<file path="src/rtl/fm_sb_word_packer.sv">
// fm_sb_word_packer
// Captures fm_rt tap samples (fm_data/fm_vld) into a small sample FIFO and
// serialises each sample into AXI_DW-wide words, LS word first, for the FM
// spy buffer write port. The tap is never back-pressured: samples arriving
// on a full FIFO are dropped and counted in drop_cnt (saturating).
// Optional feature: define FM_SB_PACKER_HDR_EN to prefix every packet with a
// header word {seq[15:0], N_WORDS[7:0], drop_cnt[7:0]} (needs AXI_DW >= 32).
module fm_sb_word_packer #(
    parameter int MON_DW     = 256,
    parameter int SB_DW      = 51,
    parameter int AXI_DW     = 32,
    parameter int FIFO_DEPTH = 4
) (
    input  logic              clk,
    input  logic              rst,
    input  logic              sb_enable,
    input  logic [MON_DW-1:0] fm_data,
    input  logic              fm_vld,
    output logic [AXI_DW-1:0] out_data,
    output logic              out_valid,
    output logic              out_last,
    input  logic              out_ready,
    output logic [15:0]       drop_cnt,
    output logic              overflow,
    output logic              busy
);

    localparam int N_WORDS = (SB_DW + AXI_DW - 1) / AXI_DW;
`ifdef FM_SB_PACKER_HDR_EN
    localparam int HDR_WORDS = 1;
`else
    localparam int HDR_WORDS = 0;
`endif
    localparam int PKT_WORDS = N_WORDS + HDR_WORDS;
    localparam int SR_W      = PKT_WORDS * AXI_DW;
    localparam int PTR_W     = $clog2(FIFO_DEPTH);
    localparam int IDX_W     = (PKT_WORDS > 1) ? $clog2(PKT_WORDS) : 1;
    localparam logic [IDX_W-1:0] LAST_IDX = IDX_W'(PKT_WORDS - 1);

    typedef enum logic {
        S_IDLE,
        S_SEND
    } state_t;

    // Sample FIFO storage and bookkeeping
    logic [SB_DW-1:0] mem [FIFO_DEPTH];
    logic [PTR_W-1:0] wr_ptr;
    logic [PTR_W-1:0] rd_ptr;
    logic [PTR_W:0]   count;

    // Serialiser state
    state_t           state;
    logic [SR_W-1:0]  shreg;
    logic [IDX_W-1:0] idx;
    logic [IDX_W-1:0] next_idx;
    logic [SR_W-1:0]  load_word;

    logic fifo_full;
    logic fifo_empty;
    logic take;
    logic push;
    logic pop;
    logic word_done;
    logic last_done;

    // Bits of the monitor bus above SB_DW are intentionally ignored.
    logic unused_fm_data;
    assign unused_fm_data = ^fm_data;

    assign fifo_full  = (count == (PTR_W+1)'(FIFO_DEPTH));
    assign fifo_empty = (count == '0);
    assign take       = fm_vld && sb_enable;
    // Full is judged before any same-cycle pop, so a pop never makes room.
    assign push       = take && !fifo_full;
    assign word_done  = out_valid && out_ready;
    assign last_done  = word_done && (idx == LAST_IDX);
    // Pop when idle, or on the final word handshake for a bubble-free reload.
    assign pop        = !fifo_empty && ((state == S_IDLE) || last_done);
    assign next_idx   = idx + 1'b1;

`ifdef FM_SB_PACKER_HDR_EN
    logic [15:0] seq;
    logic [31:0] hdr;
    assign hdr       = {seq, 8'(N_WORDS), drop_cnt[7:0]};
    assign load_word = {(SR_W-AXI_DW)'(mem[rd_ptr]), AXI_DW'(hdr)};

    // Packet sequence number, advanced once per popped sample
    always_ff @(posedge clk) begin
        if (rst)      seq <= '0;
        else if (pop) seq <= seq + 16'd1;
    end
`else
    assign load_word = SR_W'(mem[rd_ptr]);
`endif

    assign out_data = shreg[AXI_DW-1:0];
    assign busy     = !fifo_empty || (state != S_IDLE);

    // FIFO payload write
    // NOTE: storage is not reset; an entry is only read after it was written,
    // so clearing it would cost reset fan-out for nothing.
    always_ff @(posedge clk) begin
        if (push) mem[wr_ptr] <= fm_data[SB_DW-1:0];
    end

    // FIFO pointers and occupancy
    // NOTE: clocked state uses non-blocking assignments so every register
    // samples pre-edge values regardless of statement or block order.
    always_ff @(posedge clk) begin
        if (rst) begin
            wr_ptr <= '0;
            rd_ptr <= '0;
            count  <= '0;
        end else begin
            if (push) wr_ptr <= wr_ptr + 1'b1;
            if (pop)  rd_ptr <= rd_ptr + 1'b1;
            case ({push, pop})
                2'b10:   count <= count + 1'b1;
                2'b01:   count <= count - 1'b1;
                default: count <= count;
            endcase
        end
    end

    // Drop accounting: saturating counter plus sticky overflow flag
    always_ff @(posedge clk) begin
        if (rst) begin
            drop_cnt <= '0;
            overflow <= 1'b0;
        end else if (take && fifo_full) begin
            if (drop_cnt != 16'hFFFF) drop_cnt <= drop_cnt + 16'd1;
            overflow <= 1'b1;
        end
    end

    // Serialiser FSM: load a sample, emit its words LS first, reload or idle
    always_ff @(posedge clk) begin
        if (rst) begin
            state     <= S_IDLE;
            shreg     <= '0;
            idx       <= '0;
            out_valid <= 1'b0;
            out_last  <= 1'b0;
        end else if (pop) begin
            state     <= S_SEND;
            shreg     <= load_word;
            idx       <= '0;
            out_valid <= 1'b1;
            out_last  <= (LAST_IDX == '0);
        end else if (last_done) begin
            state     <= S_IDLE;
            shreg     <= '0;
            idx       <= '0;
            out_valid <= 1'b0;
            out_last  <= 1'b0;
        end else if (word_done) begin
            shreg     <= shreg >> AXI_DW;
            idx       <= next_idx;
            out_last  <= (next_idx == LAST_IDX);
        end
    end

endmodule

</file>
<file path="config.mk">
export PLATFORM = sky130hd
export DESIGN_NAME = fm_sb_word_packer
export DESIGN_NICKNAME = d
export VERILOG_FILES = /design/src/rtl/fm_sb_word_packer.sv
export SDC_FILE = /design/constraint.sdc
export NUM_CORES = 1
export LEC_CHECK = 0
export ABC_AREA = 1
export BUFFER_PORTS_ARGS = -buffer_cell sky130_fd_sc_hd__buf_2
export CORE_ASPECT_RATIO = 1.25
export CORE_UTILIZATION = 56
export DETAILED_ROUTE_END_ITERATION = 6
export GPL_ROUTABILITY_DRIVEN = 0
export HOLD_SLACK_MARGIN = 0.02
export PLACE_DENSITY = 0.89
export SLEW_MARGIN = 15
export SYNTH_ARGS = -nofsm -noshare
export SYNTH_HDL_FRONTEND = slang
export SYNTH_SLANG_ARGS = --single-unit
</file>
<file path="constraint.sdc">
create_clock -name clk -period 7.8 [get_ports clk]
set_clock_uncertainty 0.15 [all_clocks]
set_input_delay 0 -clock clk [delete_from_list [all_inputs] [get_ports clk]]
set_output_delay 0 -clock clk [all_outputs]
set_load 0.005 [all_outputs]
</file>
==> impl_metrics.env <==
export IMPL_slew_viol_final=0
export IMPL_htreeDepth=1
export IMPL_die_area_sq_um=20900
export IMPL_synthTopCellsByArea="edfxtp_1 (54%), dfxtp_1 (14%), nor2_1 (7.9%)"
export IMPL_clockBufferDepth=3
export IMPL_rows=57
export IMPL_initial_core_util_pct=57.8
export IMPL_power_share_clock_pct=30.3
export IMPL_routed_via_count=8173
export IMPL_grt_max_degree=103
export IMPL_synth_nets=1332
export IMPL_syn_inst=1064
export IMPL_drive_above_1_share_pct=14.6
export IMPL_cts_tree="done"
export IMPL_max_slew_worst_pin_slew_ns=1.05
export IMPL_reg2reg_setup_slack_ns=4.60
export IMPL_crit_chain="inv_1 > o21ai_2 > nand2_2 > inv_2 > buf_4 > nor2_4 > nand2_1 > a21oi_1"
export IMPL_hold_viol=0
export IMPL_critPathArrivalTime_ns=3.49
export IMPL_synth_top_cell_by_area="edfxtp_1"
export IMPL_final_common_cell="nor2_1"
export IMPL_fmax_mhz=312
export IMPL_finalSetupTns_ns=0
export IMPL_synth_compound_area_share_pct=10.4
export IMPL_powerDensity_nw_per_um2=326
export IMPL_synthXorXnorAreaFrac_pct=0.0770
export IMPL_final_cell_mix="nor2_1 (234), edfxtp_1 (204), o21ai_0 (150), nand2_1 (108), buf_2 (107)"
export IMPL_synth_area_mux_share_pct=0
export IMPL_dpl_hpwl_mm=14.6
export IMPL_area_growth_pct=16.2
export IMPL_synth_top_family_by_area="simple AND/OR/NAND/NOR gates"
export IMPL_cellLeakagePower_nw=4.91
export IMPL_firstDrtPassIters=5
export IMPL_criticalPathCategory="reg2reg"
export IMPL_max_slew_margin_pct=30.1
export IMPL_core_area_sq_um=19700
export IMPL_netSwitchingFraction_pct=32.3
export IMPL_cts_post_setup_buffers_inserted=0
export IMPL_cp_slowest_cell="nor2_4"
export IMPL_wire_per_inst_um=18.2
export IMPL_fin_nets=1440
export IMPL_worstPathRequired_ns=8.08
export IMPL_drc=0
export IMPL_grt_ovfl_total=0
export IMPL_clkSinkCount=283
export IMPL_grt_pass1_wl_mm=40.8
export IMPL_power_switching_w=0.00139
export IMPL_crit_fanout=55
export IMPL_syn_avg_cell_area_sq_um=10.7
export IMPL_clk_pin_slew_ns=0.06
export IMPL_synth_fa_ha_area_share_pct=0.836
export IMPL_die_h_um=161
export IMPL_worstSetupStartpointType="flop"
export IMPL_maxCapViolCount=0
export IMPL_seq_area_frac_synth_pct=67.7
export IMPL_grtUsageTotal_pct=25.4
export IMPL_cts_buffers=27
export IMPL_synth_seq_cells=283
export IMPL_io_pins=313
export IMPL_p_seq_share_pct=43.9
export IMPL_holdWs_ns=0.0714
export IMPL_routed_wirelength_mm=26.5
export IMPL_first_iter_violations=721
export IMPL_endpoint_kind="flop"
export IMPL_ys_warn_count=0
export IMPL_root_buffer="clkbuf_16"
export IMPL_finalSetupViolCount=0
export IMPL_rsz0062_at_grt="no"
export IMPL_yosys_area_share_simple_pct=15.0
export IMPL_antenna_found_initial=1
export IMPL_grt_pass1_vias=8134
export IMPL_cp_slowest_stage_delay_ns=0.73
export IMPL_avgViaCountPerCell=5.61
export IMPL_antenna_left=0
export IMPL_portBuffers=107
export IMPL_syn_cell_area_sq_um=11400
export IMPL_post_route_min_period_ns=3.20
export IMPL_synth_cell_types=30
export IMPL_path_delay_family="simple AND/OR/NAND/NOR gates"
export IMPL_hp_class="in2reg"
export IMPL_outcome="complete, no violations"
export IMPL_period_share_pct=41.0
export IMPL_peakVddDrop_mv=0.218
export IMPL_timing_critical_path_buf_inv=3
export IMPL_clk_latency_ns=0.53
export IMPL_p_int_w=0.00292
export IMPL_die_w_um=130
export IMPL_combPwrFrac_pct=25.8
export IMPL_synth_top_area_share_pct=53.8
## synthesized netlist by cell type, drive strengths merged
| cell | number |
|---|---|
| a21oi | 70 |
| fa | 1 |
| o21a | 1 |
| nand3 | 41 |
| buf | 63 |
| edfxtp | 204 |
| nand3b | 1 |
| ha | 6 |
| dfxtp | 79 |
| inv | 31 |
| clkbuf | 28 |
| o21ai | 162 |
| nor2 | 243 |
| clkinv | 1 |
| and3 | 19 |
| nand4 | 1 |
| a211oi | 1 |
| xor2 | 1 |
| nand2 | 110 |
| or2 | 1 |
## power by group through the flow
stage,sequential [W],clock [W],combinational [W]
final,0.00189,0.00131,0.00111
after detailed placement,0.00192,0,0.00106
after CTS,0.00189,0.00131,0.00109
after floorplan,0.00189,0,0.000869
after global routing,0.00191,0.00138,0.00124
after global placement,0.00191,0,0.00102
## flip-flops by register name, indices dropped and copies added, names as in the netlist, named ones only
register,cells
wr_ptr,2
shreg,51
overflow,1
idx,1
rd_ptr,2
drop_cnt,16
mem,204
state,1
count,3
## kinds of logic after synthesis
| family | Yosys count |
|---|---|
| adders and majority gates | 7 |
| AOI/OAI and AO/OA | 234 |
| buffers and inverters | 123 |
| and+or+nand+nor | 416 |
| xor gates and xnor gates | 1 |
| DFF | 283 |
## metrics by stage
step | util [%] | cell area, sq um | setup slack, ns | total power [W] | instances
after floorplan | - | 11400 | 4.37 | 0.00276 | 1064
after global placement | 59.8 | 11800 | 4.91 | 0.00292 | 1353
after detailed placement | 59.8 | 11800 | 4.81 | 0.00297 | 1353
after CTS | 67.1 | 13200 | 4.82 | 0.00429 | 1457
after global routing | 67.1 | 13200 | 4.41 | 0.00453 | 1458
final | 67.1 | 13200 | 4.60 | 0.00432 | 1458
## per-layer routing
| metal | up-vias | routed length, um | track usage, % | part of all wire (%) |
|---|---|---|---|---|
| met2 | 383 | 13500 | 44.6 | 51 |
| li1 | 3842 | - | - | - |
| met1 | 3889 | 10000 | 30.5 | 38 |
| met3 | 59 | 2340 | 5.27 | 8.8 |
| met5 | - | 0 | 0 | 0 |
| met4 | 0 | 667 | 9.41 | 2.5 |
## final timing paths
path / endpoint / startpoint / cells after the start
setup reg to reg: shreg[20] / idx / 8
setup / recovery: shreg[20] / idx / 8
hold / removal: mem[3][37] / fm_data[37] / 2
hold reg to reg: shreg[43] / shreg[43] / 2
## repair_timing
action / CTS / global route
resized for setup: 0 / 0
hold buffers: 55 / 0
hold endpoints to repair: 250 / 0
## cell type report
class / instances / area, sq um
fill: 1417 / 6470
inverter: 32 / 120
clock inverter: 13 / 138
tap: 265 / 332
clock buffer: 36 / 749
sequential: 283 / 7710
antenna: 1 / 2.50
timing repair buffer: 170 / 1150
multi-input combinational: 658 / 3020
Note: power is estimated with default switching activity, not from simulation.
